## src/rtl/dice_pkg.sv

```systemverilog
// Shared types and helpers for the dice roll controller: FSM states,
// default die/bus sizes, and the sample-width calculation.
package dice_pkg;

  localparam int MAX_SIDES_DEF = 20;
  localparam int SW_DEF        = $clog2(MAX_SIDES_DEF + 1);

  typedef enum logic [2:0] {
    IDLE,
    REQ,
    WAIT,
    CHECK,
    DONE
  } state_t;

  // Smallest n with 2**n >= sides; callers only pass legal sides (>= 2).
  function automatic int bits_for_sides(input int sides);
    int n;
    n = 1;
    for (int i = 1; i < 31; i++) begin
      if ((1 << i) < sides) n = i + 1;
    end
    return n;
  endfunction

endpackage

```

## src/rtl/dice_roll_ctrl.sv

```systemverilog
// Requests just enough RNG bits for one die sample and uses rejection
// sampling to return a uniform value in 1..sides, with bounded retries and RNG wait.
module dice_roll_ctrl
  import dice_pkg::*;
#(
  parameter int MAX_SIDES   = MAX_SIDES_DEF,
  parameter int SW          = SW_DEF,
  parameter int RETRY_LIMIT = 8,
  parameter int RNG_TIMEOUT = 64
) (
  input  logic          clk_i,
  input  logic          reset_i,
  input  logic          roll_req_i,
  input  logic [SW-1:0] sides_i,
  output logic          busy_o,
  output logic          rng_start_o,
  input  logic          rng_result_i,
  input  logic          rng_done_i,
  output logic [SW-1:0] value_o,
  output logic          valid_o,
  output logic          err_o
);

  localparam int NBW = $clog2(SW + 1);
  localparam int RW  = $clog2(RETRY_LIMIT + 1);
  localparam int TW  = $clog2(RNG_TIMEOUT + 1);

  state_t          state_q, state_d;
  logic [SW-1:0]   sidesLat_q, sidesLat_d;
  logic [NBW-1:0]  nBits_q, nBits_d;
  logic [SW-1:0]   sample_q, sample_d;
  logic [NBW-1:0]  bitCnt_q, bitCnt_d;
  logic [RW-1:0]   retryCnt_q, retryCnt_d;
  logic [TW-1:0]   toCnt_q, toCnt_d;
  logic [SW-1:0]   value_q, value_d;
  logic            err_q, err_d;
  logic            valid_q, valid_d;
  logic            busy_q, busy_d;
  logic            rngStart_q, rngStart_d;

  always_ff @(posedge clk_i) begin
    if (reset_i) begin
      state_q    <= IDLE;
      sidesLat_q <= '0;
      nBits_q    <= '0;
      sample_q   <= '0;
      bitCnt_q   <= '0;
      retryCnt_q <= '0;
      toCnt_q    <= '0;
      value_q    <= '0;
      err_q      <= 1'b0;
      valid_q    <= 1'b0;
      busy_q     <= 1'b0;
      rngStart_q <= 1'b0;
    end else begin
      state_q    <= state_d;
      sidesLat_q <= sidesLat_d;
      nBits_q    <= nBits_d;
      sample_q   <= sample_d;
      bitCnt_q   <= bitCnt_d;
      retryCnt_q <= retryCnt_d;
      toCnt_q    <= toCnt_d;
      value_q    <= value_d;
      err_q      <= err_d;
      valid_q    <= valid_d;
      busy_q     <= busy_d;
      rngStart_q <= rngStart_d;
    end
  end

  // Outputs are computed from the next state so they are registered yet
  // line up with the state they describe (valid during DONE, start during REQ).
  always_comb begin
    state_d    = state_q;
    sidesLat_d = sidesLat_q;
    nBits_d    = nBits_q;
    sample_d   = sample_q;
    bitCnt_d   = bitCnt_q;
    retryCnt_d = retryCnt_q;
    toCnt_d    = toCnt_q;
    value_d    = value_q;
    err_d      = err_q;
    valid_d    = 1'b0;

    case (state_q)
      IDLE: begin
        if (roll_req_i) begin
          if (sides_i >= SW'(2) && sides_i <= SW'(MAX_SIDES)) begin
            sidesLat_d = sides_i;
            nBits_d    = NBW'(bits_for_sides(int'(sides_i)));
            sample_d   = '0;
            bitCnt_d   = '0;
            retryCnt_d = '0;
            state_d    = REQ;
          end else begin
            valid_d = 1'b1;
            err_d   = 1'b1;
            value_d = '0;
          end
        end
      end
      REQ: begin
        toCnt_d = '0;
        state_d = WAIT;
      end
      WAIT: begin
        if (rng_done_i) begin
          sample_d = {sample_q[SW-2:0], rng_result_i};
          bitCnt_d = bitCnt_q + NBW'(1);
          state_d  = ((bitCnt_q + NBW'(1)) == nBits_q) ? CHECK : REQ;
        end else if (toCnt_q == TW'(RNG_TIMEOUT - 1)) begin
          state_d = DONE;
          valid_d = 1'b1;
          err_d   = 1'b1;
          value_d = '0;
        end else begin
          toCnt_d = toCnt_q + TW'(1);
        end
      end
      CHECK: begin
        if (sample_q < sidesLat_q) begin
          state_d = DONE;
          valid_d = 1'b1;
          err_d   = 1'b0;
          value_d = sample_q + SW'(1);
        end else if (retryCnt_q == RW'(RETRY_LIMIT - 1)) begin
          state_d = DONE;
          valid_d = 1'b1;
          err_d   = 1'b1;
          value_d = '0;
        end else begin
          retryCnt_d = retryCnt_q + RW'(1);
          sample_d   = '0;
          bitCnt_d   = '0;
          state_d    = REQ;
        end
      end
      DONE: begin
        state_d = IDLE;
      end
      default: begin
        state_d = IDLE;
      end
    endcase

    busy_d     = (state_d != IDLE);
    rngStart_d = (state_d == REQ);
  end

  assign busy_o      = busy_q;
  assign rng_start_o = rngStart_q;
  assign value_o     = value_q;
  assign valid_o     = valid_q;
  assign err_o       = err_q;

endmodule

```

## config.mk

```make
export PLATFORM = sky130hd
export DESIGN_NAME = dice_roll_ctrl
export DESIGN_NICKNAME = d
export VERILOG_FILES = /design/src/rtl/dice_pkg.sv /design/src/rtl/dice_roll_ctrl.sv
export SDC_FILE = /design/constraint.sdc
export NUM_CORES = 1
export LEC_CHECK = 0
export ABC_AREA = 1
export CAP_MARGIN = 10
export CORE_MARGIN = 8
export CORE_UTILIZATION = 35
export CTS_BUF_LIST = sky130_fd_sc_hd__clkbuf_8
export DETAILED_ROUTE_END_ITERATION = 12
export PLACE_DENSITY = 0.65
export REMOVE_ABC_BUFFERS = 1
export SYNTH_ARGS = -nofsm -noshare
export SYNTH_HDL_FRONTEND = slang
export SYNTH_SLANG_ARGS = --single-unit
export TNS_END_PERCENT = 100
```

## constraint.sdc

```tcl
create_clock -name clk_i -period 2.1 [get_ports clk_i]
set_clock_uncertainty 0.05 [all_clocks]
set_input_delay 0.42 -clock clk_i [delete_from_list [all_inputs] [get_ports clk_i]]
set_output_delay 0.42 -clock clk_i [all_outputs]
set_load 0.02 [all_outputs]
```

-- Yosys cells after proc, flatten, opt, wreduce, memory -nomap -nowiden
Index checks and enable logic that the tools add are counted.
- input bits: 10
- output and inout port bits: 9
- word-level logic and storage cells: 104
- bits in registers: 39
- magnitude comparators: 7
- equality and inequality tests: 17
- add/subtract/negate cells: 4
- reductions and logical operators: 11
- multiplexer cells: 53
- operators with widths (cell ; number):
    $mux 5 ; 11
    $mux 3 ; 14
    $pmux 5 s3 ; 2
    $ne 2x2->1 const B ; 9
    $mux 4 ; 4
    $mux 7 ; 2
    $pmux 7 s2 ; 1
    $mux 1 ; 12
    $pmux 3 s4 ; 1
    $reduce_and 6->1 ; 2
    $pmux 3 s3 ; 1
    $pmux 4 s2 ; 1
    $add 7x1->7 const B ; 1
    $eq 7x6->1 const B ; 1
    $eq 3x1->1 const B ; 2
    $eq 3x2->1 const B ; 2
    $pmux 1 s3 ; 2
    $reduce_and 3->1 ; 2
    $reduce_bool 3->1 ; 2
    $add 5x1->5 const B ; 1
    $ge 5x2->1 const B ; 1
    $le 5x5->1 const B ; 1
    $lt 2x5->1 const A ; 1
    $lt 3x5->1 const A ; 1
    other kinds (13) ; 15

-- Longest topological paths before layout
Gate-level depths: netlist of the first run.
- depth after elaboration: 6
- gate-level depth with buffers: 12
- depth with buffers taken out: 12

-- Worst setup path after synthesis of the first run
No wires, ideal clock.
- path kind: reg2reg
- from: register sidesLat_q[4]
- to: register busy_q, in the netlist busy_o
- required time: 1936 ps
- cell stages (with the launch flop): 9
- slack: 547 ps
- data arrival time: 1389 ps
- path through: dfxtp_1 -> inv_1 -> ha_1 -> a21oi_1 -> nand3_1 -> nand3_2 -> nand3_1 -> nand2_1 -> nand2_1
- longest elaborated chain between the ends: 4
- RTL lines (element ; RTL line ; RTL):
    from (decl) ; dice_roll_ctrl.sv:29 ; logic [SW-1:0] sidesLat_q, sidesLat_d;
    from (signal assigned) ; dice_roll_ctrl.sv:57 ; sidesLat_q <= sidesLat_d;
    $lt 5x5->1 ; dice_roll_ctrl.sv:121 ; if (sample_q < sidesLat_q) begin
    $mux 3 ; dice_roll_ctrl.sv:121 ;
    $pmux 3 s4 ; dice_roll_ctrl.sv:85 ; case (state_q)
    $reduce_bool 3->1 ; dice_roll_ctrl.sv:146 ; busy_d = (state_d != IDLE);
    to (signal assigned) ; dice_roll_ctrl.sv:66 ; busy_q <= busy_d;
    to (decl) ; dice_roll_ctrl.sv:38 ; logic busy_q, busy_d;
Every way passes these cells.
A chain may end at the register's enable or synchronous reset.

-- Final worst setup path of the first run
Same ends and word-level chain as after synthesis.

==> impl_metrics.csv, run 1 <==
group,metric,value,unit
routing,drcViolationCount,0,
hold_path,hold_class,"reg2reg",
worst_setup_path,slowest_stage,"dfxtp_1",
cells_and_area,final_area,0.00249,mm2
power_and_ir_drop,peakVddDrop,0.240,mV
clock_network,insertion_delay,0.29,ns
global_routing,grtUsageTotal,0.103,
synth,synth_top_family_by_area,"simple AND/OR/NAND/NOR gates",
synth,synth_warnings,0,
floorplan,placementRows,28,
cells_and_area,antennaDiodeCount,0,
routing,routed_wl,4270,um
routing,vias,1806,
floorplan,start_util,0.360,
clock_network,clkSinkCount,39,
floorplan,die_w,94.1,um
place,post_dp_cell_area,0.00239,mm2
worst_setup_path,critPathKind,"reg2reg",
clock_network,clock_tree.buffer_depth,2,
worst_setup_path,worstPathCellList,"inv_1 -> ha_1 -> a21oi_1 -> nand3_1 -> nand3_2 -> nand3_1 -> nand2_1 -> nand2_1",
clock_network,cts_buffers,5,
synth,yosys.area.top_type,"dfxtp_1",
synth,synthesis.area,0.00213,mm2
worst_setup_path,crit_path_end_kind,"flop",
routing,drt_pass1_iterations,4,
clock_network,path_clk_slew,0.07,ns
routing,postRouteAntennaNets,0,
routing,viasPerCell,4.73,
synth,synth-simple-area-share,0.329,
timing,max_slew_margin,0.744,
cells_and_area,drive_gt1_frac,0.147,
flow_run,drv_cap,0,
worst_setup_path,required,2.23,ns
floorplan,die_h,94.1,um
synth,ys_seq_elements,39,
timing,hold_slack,0.421,ns
timing,max_clock_freq,569,MHz
timing,period_needed,1.76,ns
synth,synth.distinct_cells,35,
clock_network,clockRootBuffer,"clkbuf_8",
timing,hold_viol,0,
outcome,status,"completed",
synth,yosys-top-cells-area,"dfxtp_1 37%, nand2_1 9.7%, a21oi_1 6.6%",
clock_network,cts_setup_buffers,0,
place,dp_hpwl,3230,um
global_routing,antenna_found_initial,0,
floorplan,core-area,0.00592,mm2
worst_setup_path,slowest_delay,0.32,ns
timing,finalCritPeriodShare,0.837,
timing,tightestPinTransition,0.384,ns
synth,ys_seq_area_frac,0.366,
clock_network,cts_resized,0,
clock_network,cts_tree,"done",
clock_network,htreeDepth,2,
timing,setup_viol,0,
global_routing,grt-ovfl-total,0,
cells_and_area,area_delta_synth_final,16.8,%
global_routing,grt_pass1_wl,7330,um
global_routing,first_global_vias,1648,
power_and_ir_drop,leakage,1.04,nW
synth,synthXorXnorAreaFrac,0.0493,
synth,synth-compound-area-share,0.121,
cells_and_area,nets,324,
timing,setup_tns,0,ns
synth,synth_top_area_share,0.366,
synth,synthAdderAreaFrac,0.0469,
floorplan,dieArea,0.00885,mm2
synth,synth_mux_area_frac,0,
power_and_ir_drop,power_density,640,mW/mm2
cells_and_area,fillCellCount,586,
timing,rsz0062_at_grt,"no",
global_routing,grt_start_max_net_pins,25,
place,gp_congestion,0.777,
routing,post_drt_wl_per_cell,11.2,um
place,port_buffers,18,
timing,finalMaxSlewViolations,0,
routing,drt-initial-drc-count,120,
floorplan,boundaryPins,19,
worst_setup_path,cp_max_fo,8,
worst_setup_path,cp-start-kind,"flop",
worst_setup_path,arrival,1.89,ns
synth,postSynthAreaPerCell,7.51,um2
clock_network,postCtsHoldBufs,0,
synth,synthCells,284,
==> layout make-up <==
class / count / area [um2] / area share
clock buffer: 7 / 96.3 / 0.0387
sequential: 39 / 781 / 0.313
tap: 75 / 93.8 / 0.0377
clock inverter: 1 / 3.75 / 0.00151
inverter: 39 / 149 / 0.0598
timing repair buffer: 21 / 203 / 0.0814
multi-input combinational: 200 / 1160 / 0.468
==> synthesized netlist by cell type <==
cell and n:
nand2_1 55, dfxtp_1 39, inv_1 31, a21oi_1 28, nand3_1 18, nor2_1 18
nand4_1 11, nand2_2 9, ha_1 8, xor2_1 8, inv_2 7, o21ai_1 7
o21ai_0 6, nor2_2 4, xnor2_1 4, clkbuf_1 3, nand3_2 3, nor2_4 3
a21oi_2 2, buf_6 2, nand2_4 2, nor3_1 2, or2_0 2, a211oi_2 1
a22oi_1 1, and3_1 1, buf_2 1, inv_4 1, nand3_4 1, nand3b_1 1
nand4_4 1, nor2_8 1, o21a_1 1, o21bai_1 1, or2_1 1
==> path summary, 6_finish.rpt <==
| kind | start | to | slack (ns) | depth (start not counted) |
|---|---|---|---|---|
| max | sidesLat_q[4] | busy_o | 0.34 | 8 |
| min | sidesLat_q[3] | sidesLat_q[3] | 0.42 | 2 |
| max reg2reg | sidesLat_q[4] | busy_o | 0.34 | 8 |
| min reg2reg | sidesLat_q[3] | sidesLat_q[3] | 0.42 | 2 |
==> power by group <==
| part | internal [mW] | total (mW) | switching, mW |
|---|---|---|---|
| clock | 0.295 | 0.551 | 0.256 |
| combinational | 0.0968 | 0.255 | 0.158 |
| sequential | 0.770 | 0.790 | 0.0194 |
| total | 1.16 | 1.60 | 0.433 |
==> metal layers <==
layer | vias up | wire [um] | global-route usage
li1 | 971 | - | -
met1 | 806 | 2070 | 0.125
met2 | 25 | 1990 | 0.166
met3 | 4 | 146 | 0.0280
met4 | 0 | 62 | 0.0436
met5 | - | 0 | 0
==> through the flow <==
step                      cells   util  power, mW  worst slack (ns)
final                       382  0.421       1.60             0.343
after global routing        382  0.421       1.69             0.213
after CTS                   382  0.421       1.62             0.334
after detailed placement    374  0.404       1.06             0.101
after global placement      374  0.404       1.06             0.121
after floorplan             278      -      0.979             0.544
==> registers in the layout (all words and copies together) (netlist names) <==
signal and cells:
toCnt_q 7, sample_q 5, sidesLat_q 5, value_o 5
retryCnt_q 4, bitCnt_q 3, nBits_q 3, state_q 3
busy_o 1, err_o 1, rng_start_o 1, valid_o 1
==> critical path, delay by kind of cell (launching register included) <==
| family | cells | cell delay [ns] |
|---|---|---|
| AO/OA/AOI/OAI | 1 | 0.28 |
| adder cells (fa/ha/maj) | 1 | 0.30 |
| buffers and inverters | 1 | 0.05 |
| flip-flops | 1 | 0.32 |
| AND/OR/NAND/NOR | 5 | 0.65 |
==> placed cells by master, fill, tap and decap left out, types with 2 or more instances in the layout <==
master and instances:
ha_1 8, dfxtp_1 39, nand3_2 3, nand4_1 11, nand2_1 55, or2_0 2, nand2_2 9, nor3_1 2
buf_4 3, nand3_1 18, a21oi_2 2, o21ai_1 7, nor2_1 18, inv_1 32, nand2_4 2, nor2_2 4
clkdlybuf4s50_1 18, inv_2 7, nor2_4 3, a21oi_1 28, o21ai_0 6, xnor2_1 4, clkbuf_8 7, xor2_1 8
==> cells by family after synthesis <==
logic type	after synthesis
buffers and inverters	45
XOR/XNOR	12
flip-flops	39
AO/OA/AOI/OAI	47
adder cells (fa/ha/maj)	8
AND/OR/NAND/NOR	133
Power figures use the tool's default switching activity.
==> run 2, diff against run 1 <==
Clock period 2.1 ns to 1.65 ns, I/O delays scaled along.
==> run 2 against run 1 <==
Compared with the run above: global-route usage grew 0.43 points; total power grew 27%; non-clock buffer count grew 23; clock-buffer cell count shrank 2; highest routed layer unchanged; critical endpoint unchanged; combinational power grew 62%; register-to-register slack lost 0.30 ns; core utilization grew 5.1 points; worst setup slack lost 0.30 ns; fmax grew 9.2%; wire length grew 5.2%; final cell count grew 6.3%.
==> impl_metrics.csv, run 2 (synthesis gave the netlist of run 1 again) <==
group,metric,value,unit
routing,viasPerCell,4.60,
timing,rsz0062_at_grt,"yes",
worst_setup_path,reg2reg_slack,0.04,ns
floorplan,start_util,0.360,
worst_setup_path,crit_top_cell,"nand2_2",
worst_setup_path,crit_start,"retryCnt_q[0]",
worst_setup_path,r2r-end,"busy_o",
routing,drt-initial-drc-count,63,
global_routing,grt_pass1_wl,7520,um
clock_network,insertion_delay,0.29,ns
global_routing,grtUsageTotal,0.107,
worst_setup_path,crit_end,"busy_o",
cells_and_area,top_register,"toCnt_q",
worst_setup_path,slowest_delay,0.34,ns
timing,setup_viol,0,
floorplan,die_h,94.1,um
worst_setup_path,crit_path_end_kind,"flop",
clock_network,path_clk_slew,0.08,ns
global_routing,use_met2,0.184,
timing,finalCritPeriodShare,0.975,
floorplan,core-area,0.00592,mm2
power_and_ir_drop,leakage,1.20,nW
worst_setup_path,path_depth,8,
outcome,status,"completed",
power_and_ir_drop,peakVddDrop,0.266,mV
clock_network,clock_tree.buffer_depth,2,
clock_network,postCtsHoldBufs,0,
worst_setup_path,arrival,1.74,ns
timing,period_needed,1.61,ns
hold_path,hold_class,"reg2reg",
floorplan,boundaryPins,19,
timing,hold_viol,0,
place,gp_congestion,0.792,
routing,postRouteAntennaNets,0,
global_routing,grt_busiest_layer,"met2",
hold_path,hp-start,"sidesLat_q[0]",
clock_network,cts_tree,"done",
global_routing,antenna_found_initial,0,
timing,setup_tns,0,ns
clock_network,clockRootBuffer,"clkbuf_8",
worst_setup_path,worstPathCellList,"ha_1 -> nand3b_1 -> or2_1 -> nand2_4 -> nor2_4 -> nand2_2 -> nand2_2 -> nand2_1",
place,port_buffers,18,
timing,tightestPinTransition,0.448,ns
worst_setup_path,cp-start-kind,"flop",
global_routing,grt_start_max_net_pins,25,
cells_and_area,antennaDiodeCount,0,
routing,post_drt_wl_per_cell,11.1,um
clock_network,htreeDepth,2,
routing,vias,1868,
cells_and_area,area_delta_synth_final,31.0,%
global_routing,first_global_vias,1726,
cells_and_area,most-common-layout-cells,"48 x nand2_1, 35 x dfxtp_1, 30 x inv_1, 26 x a21oi_1, 25 x buf_4",
timing,max_clock_freq,621,MHz
routing,drt_pass1_iterations,4,
cells_and_area,largest_reg_flops,7,
place,dp_hpwl,3330,um
worst_setup_path,reg2reg_depth,8,
clock_network,cts_buffers,5,
global_routing,grtUsageMet3,0.0256,
timing,finalMaxSlewViolations,0,
worst_setup_path,cp_max_fo,8,
global_routing,grt-ovfl-total,0,
worst_setup_path,slowest_stage,"dfxtp_1",
worst_setup_path,path_delay_family,"simple AND/OR/NAND/NOR gates",
cells_and_area,drive_gt1_frac,0.287,
worst_setup_path,critPathKind,"reg2reg",
timing,max_slew_margin,0.701,
floorplan,die_w,94.1,um
routing,routed_wl,4500,um
global_routing,use_met1,0.121,
worst_setup_path,required,1.79,ns
cells_and_area,layout_commonest_cell,"nand2_1",
flow_run,drv_cap,0,
worst_setup_path,worst-path-buf-inv,0,
timing,hold_slack,0.410,ns
floorplan,placementRows,28,
floorplan,dieArea,0.00885,mm2
power_and_ir_drop,power_density,727,mW/mm2
cells_and_area,nets,348,
clock_network,clkSinkCount,39,
cells_and_area,post-route-util,0.472,
worst_setup_path,r2r-start,"retryCnt_q[0]",
routing,drcViolationCount,0,
run 2: area by class of cell:
type,count,area (um2)
Multi-Input combinational cell,201,1290
Fill cell,558,3130
Sequential cell,39,786
Timing Repair Buffer,44,390
Inverter,39,149
Clock inverter,3,12.5
Clock buffer,5,68.8
Tap cell,75,93.8
run 2: timing repair:
item                                    in CTS  in global routing
gates cloned                                 0                  1
pin swaps                                    5                  8
resized for setup                            8                 24
setup buffers                                1                  1
endpoints found under the setup margin       8                 24
run 2: per-stage QoR:
step                      cell area (um2)  cells  total power [mW]  setup slack (ns)
after global routing                 2790    406              2.14           -0.0707
after CTS                            2690    404              2.02          0.000284
after global placement               2560    395              1.39            -0.189
after detailed placement             2560    395              1.39            -0.242
final                                2790    406              2.03            0.0407
after floorplan                      2090    278              1.25            0.0944
run 2: worst min path at each step:
stage | to | cells after the start | slack (ns)
CTS | sidesLat_q[0] | 2 | 0.41
global placement | sidesLat_q[0] | 2 | 0.40
global route | value_o[2] | 2 | 0.44
finish | sidesLat_q[0] | 2 | 0.41
detailed placement | sidesLat_q[0] | 2 | 0.40
floorplan | toCnt_q[3] | 1 | 0.34
run 2: routing by layer:
layer,wire length (um),vias to the layer above
met3,174,7
met5,0,-
met1,1990,811
li1,-,1021
met2,2250,29
met4,92,0
run 2: power by group:
part	internal [mW]	switching, mW
registers	0.981	0.0248
logic	0.174	0.239
clock network	0.284	0.329
run 2: tightest hold or removal path, cell delays in order, from the launching register on:
cell     delay [ns]
dfxtp_1        0.32
inv_1          0.05
a21oi_1        0.05
==> run 3, diff against run 2 <==
Settings changed: CORE_ASPECT_RATIO set to 0.8, RECOVER_POWER set to 50.
Clock period 1.65 ns to 1.8 ns, I/O delays scaled along.
==> run 3 against run 2 <==
Compared with the run above: sequential share of layout area is 1.7 points higher; via count is 0.54% higher; worst setup slack better by 0.070 ns; die area is 0.18% higher; clock power is 4.7% higher; global-route usage is 0.14 points higher; clock-buffer cell count is 2 higher; register-to-register slack better by 0.07 ns.
==> impl_metrics.csv, run 3 (synthesis gave the netlist of run 1 again) <==
group,metric,value,unit
cells_and_area,antennaDiodeCount,0,
worst_setup_path,required,1.93,ns
timing,finalCritPeriodShare,0.938,
outcome,status,"completed",
clock_network,cts_tree,"done",
routing,post_drt_wl_per_cell,11.5,um
power_and_ir_drop,internal_power,1.37,mW
cells_and_area,nets,335,
floorplan,placementRows,25,
cells_and_area,most-common-layout-cells,"52 x nand2_1, 36 x dfxtp_1, 30 x inv_1, 27 x a21oi_1, 18 x nor2_1",
clock_network,postCtsHoldBufs,0,
cells_and_area,top_register,"toCnt_q",
worst_setup_path,r2r-start,"sample_q[2]",
cells_and_area,finalNonFillerCells,399,
clock_network,clkSinkCount,39,
timing,max_slew_margin,0.681,
power_and_ir_drop,p_seq_frac,0.486,
worst_setup_path,slowest_stage,"dfxtp_1",
place,post_dp_cell_area,0.00247,mm2
worst_setup_path,crit_top_cell,"nand2_2",
routing,viasPerCell,4.71,
worst_setup_path,arrival,1.82,ns
power_and_ir_drop,power_density,721,mW/mm2
clock_network,insertion_delay,0.29,ns
place,port_buffers,18,
power_and_ir_drop,swShare,0.275,
flow_run,drv_cap,0,
worst_setup_path,reg2reg_slack,0.11,ns
floorplan,core-area,0.00591,mm2
floorplan,die_h,85.8,um
timing,finalMaxSlewViolations,0,
power_and_ir_drop,netSwitchingPower,523,uW
routing,drcViolationCount,0,
power_and_ir_drop,leakage,1.11,nW
worst_setup_path,cp-start-kind,"flop",
place,gp_congestion,0.806,
hold_path,hold_class,"reg2reg",
worst_setup_path,cp_max_fo,8,
routing,drt-initial-drc-count,72,
floorplan,boundaryPins,19,
worst_setup_path,crit_path_end_kind,"flop",
timing,setup_viol,0,
routing,routed_wl,4610,um
floorplan,dieArea,0.00886,mm2
routing,vias,1878,
cells_and_area,final_area,0.00263,mm2
place,dp_slack,-0.141,ns
cells_and_area,layout_commonest_cell,"nand2_1",
timing,period_needed,1.69,ns
global_routing,grtUsageTotal,0.109,
clock_network,clock_tree.buffer_depth,2,
timing,hold_viol,0,
global_routing,antenna_found_initial,0,
clock_network,path_clk_slew,0.07,ns
timing,tightestPinTransition,0.478,ns
floorplan,die_w,103,um
clock_network,cts_buffers,5,
cells_and_area,fillCellCount,585,
hold_path,hp-start,"sidesLat_q[1]",
routing,postRouteAntennaNets,0,
global_routing,grt_pass1_wl,7660,um
place,dp_hpwl,3480,um
worst_setup_path,slowest_delay,0.36,ns
power_and_ir_drop,p_clk_frac,0.338,
floorplan,start_util,0.361,
global_routing,grt-ovfl-total,0,
worst_setup_path,crit_start,"sample_q[2]",
place,numPlacedInstances,390,
worst_setup_path,worstPathCellList,"ha_4 -> nand2_1 -> nor2_2 -> nand2_2 -> nand4_4 -> nand2_4 -> nor2_4 -> nand2_2 -> nand2_2 -> nand2_1",
global_routing,grt_start_max_net_pins,25,
routing,drt_pass1_iterations,4,
timing,max_clock_freq,592,MHz
worst_setup_path,critPathKind,"reg2reg",
cells_and_area,largest_reg_flops,7,
power_and_ir_drop,peakVddDrop,0.294,mV
cells_and_area,drive_gt1_frac,0.211,
power_and_ir_drop,combPwrFrac,0.176,
timing,fin_ws,0.111,ns
global_routing,first_global_vias,1696,
cells_and_area,area_delta_synth_final,23.3,%
clock_network,htreeDepth,2,
clock_network,clockRootBuffer,"clkbuf_8",
run 3: changes by cell type in the layout (fill, tap and decap cells not counted), moves of 2 or more:
| cell | delta |
|---|---|
| buf_4 | -14 |
| clkbuf_4 | +2 |
| clkbuf_8 | +2 |
| clkdlybuf4s50_1 | -3 |
| dlygate4sd3_1 | +4 |
| ha_1 | +2 |
| nand2_1 | +4 |
| nand2_2 | -3 |
| nand3_1 | +3 |
| nand3_2 | -3 |
| nor2_1 | +2 |
run 3: worst max-delay path, delay by kind of cell, from the launching register on:
family / cells / cell delay [ns]
AND/OR/NAND/NOR: 9 / 0.89
adder cells (fa/ha/maj): 1 / 0.28
flip-flops: 1 / 0.36
run 3: metrics by stage:
step                utilization  TNS [ns]  hold slack [ns]  total power [mW]
CTS                       0.435         0            0.414              1.91
detailed placement        0.418     -1.59            0.403              1.26
global route              0.445  -0.00541            0.433              2.00
global placement          0.418    -0.950            0.394              1.26
finish                    0.445         0            0.415              1.90
floorplan                     -         0            0.372              1.14
run 3: what timing repair did:
| item | in CTS | in global routing |
|---|---|---|
| buffers inserted | 0 | 1 |
| resized for setup | 0 | 16 |
| setup endpoints to repair | 0 | 16 |
run 3: area by class of cell:
cell class                 instances  area (um2)  area share
clock buffer                       7        96.3      0.0366
clock inverter                     1        3.75     0.00143
inverter                          39         149      0.0566
multi-input combinational        200        1210       0.461
sequential                        39         785       0.298
tap                               81         101      0.0385
timing repair buffer              32         282       0.107
run 3: routing by layer:
| layer | part of all wire | vias to the layer above | routed length, um | track usage |
|---|---|---|---|---|
| li1 | - | 989 | - | - |
| met1 | 0.48 | 846 | 2210 | 0.140 |
| met2 | 0.44 | 38 | 2050 | 0.166 |
| met3 | 0.063 | 5 | 289 | 0.0324 |
| met4 | 0.012 | 0 | 55 | 0.0393 |
| met5 | 0 | - | 0 | 0 |
run 3: power by group through the flow:
stage / combinational [mW] / clock (mW) / sequential, mW
floorplan: 0.196 / 0 / 0.947
global placement: 0.317 / 0 / 0.940
detailed placement: 0.322 / 0 / 0.941
CTS: 0.323 / 0.669 / 0.921
global route: 0.373 / 0.698 / 0.927
finish: 0.333 / 0.642 / 0.922
run 3: final timing paths:
| kind | end | cells after the start |
|---|---|---|
| worst max-delay path | busy_o | 10 |
| worst min-delay path | sidesLat_q[1] | 2 |
| worst max register to register | busy_o | 10 |
| worst min register to register | sidesLat_q[1] | 2 |
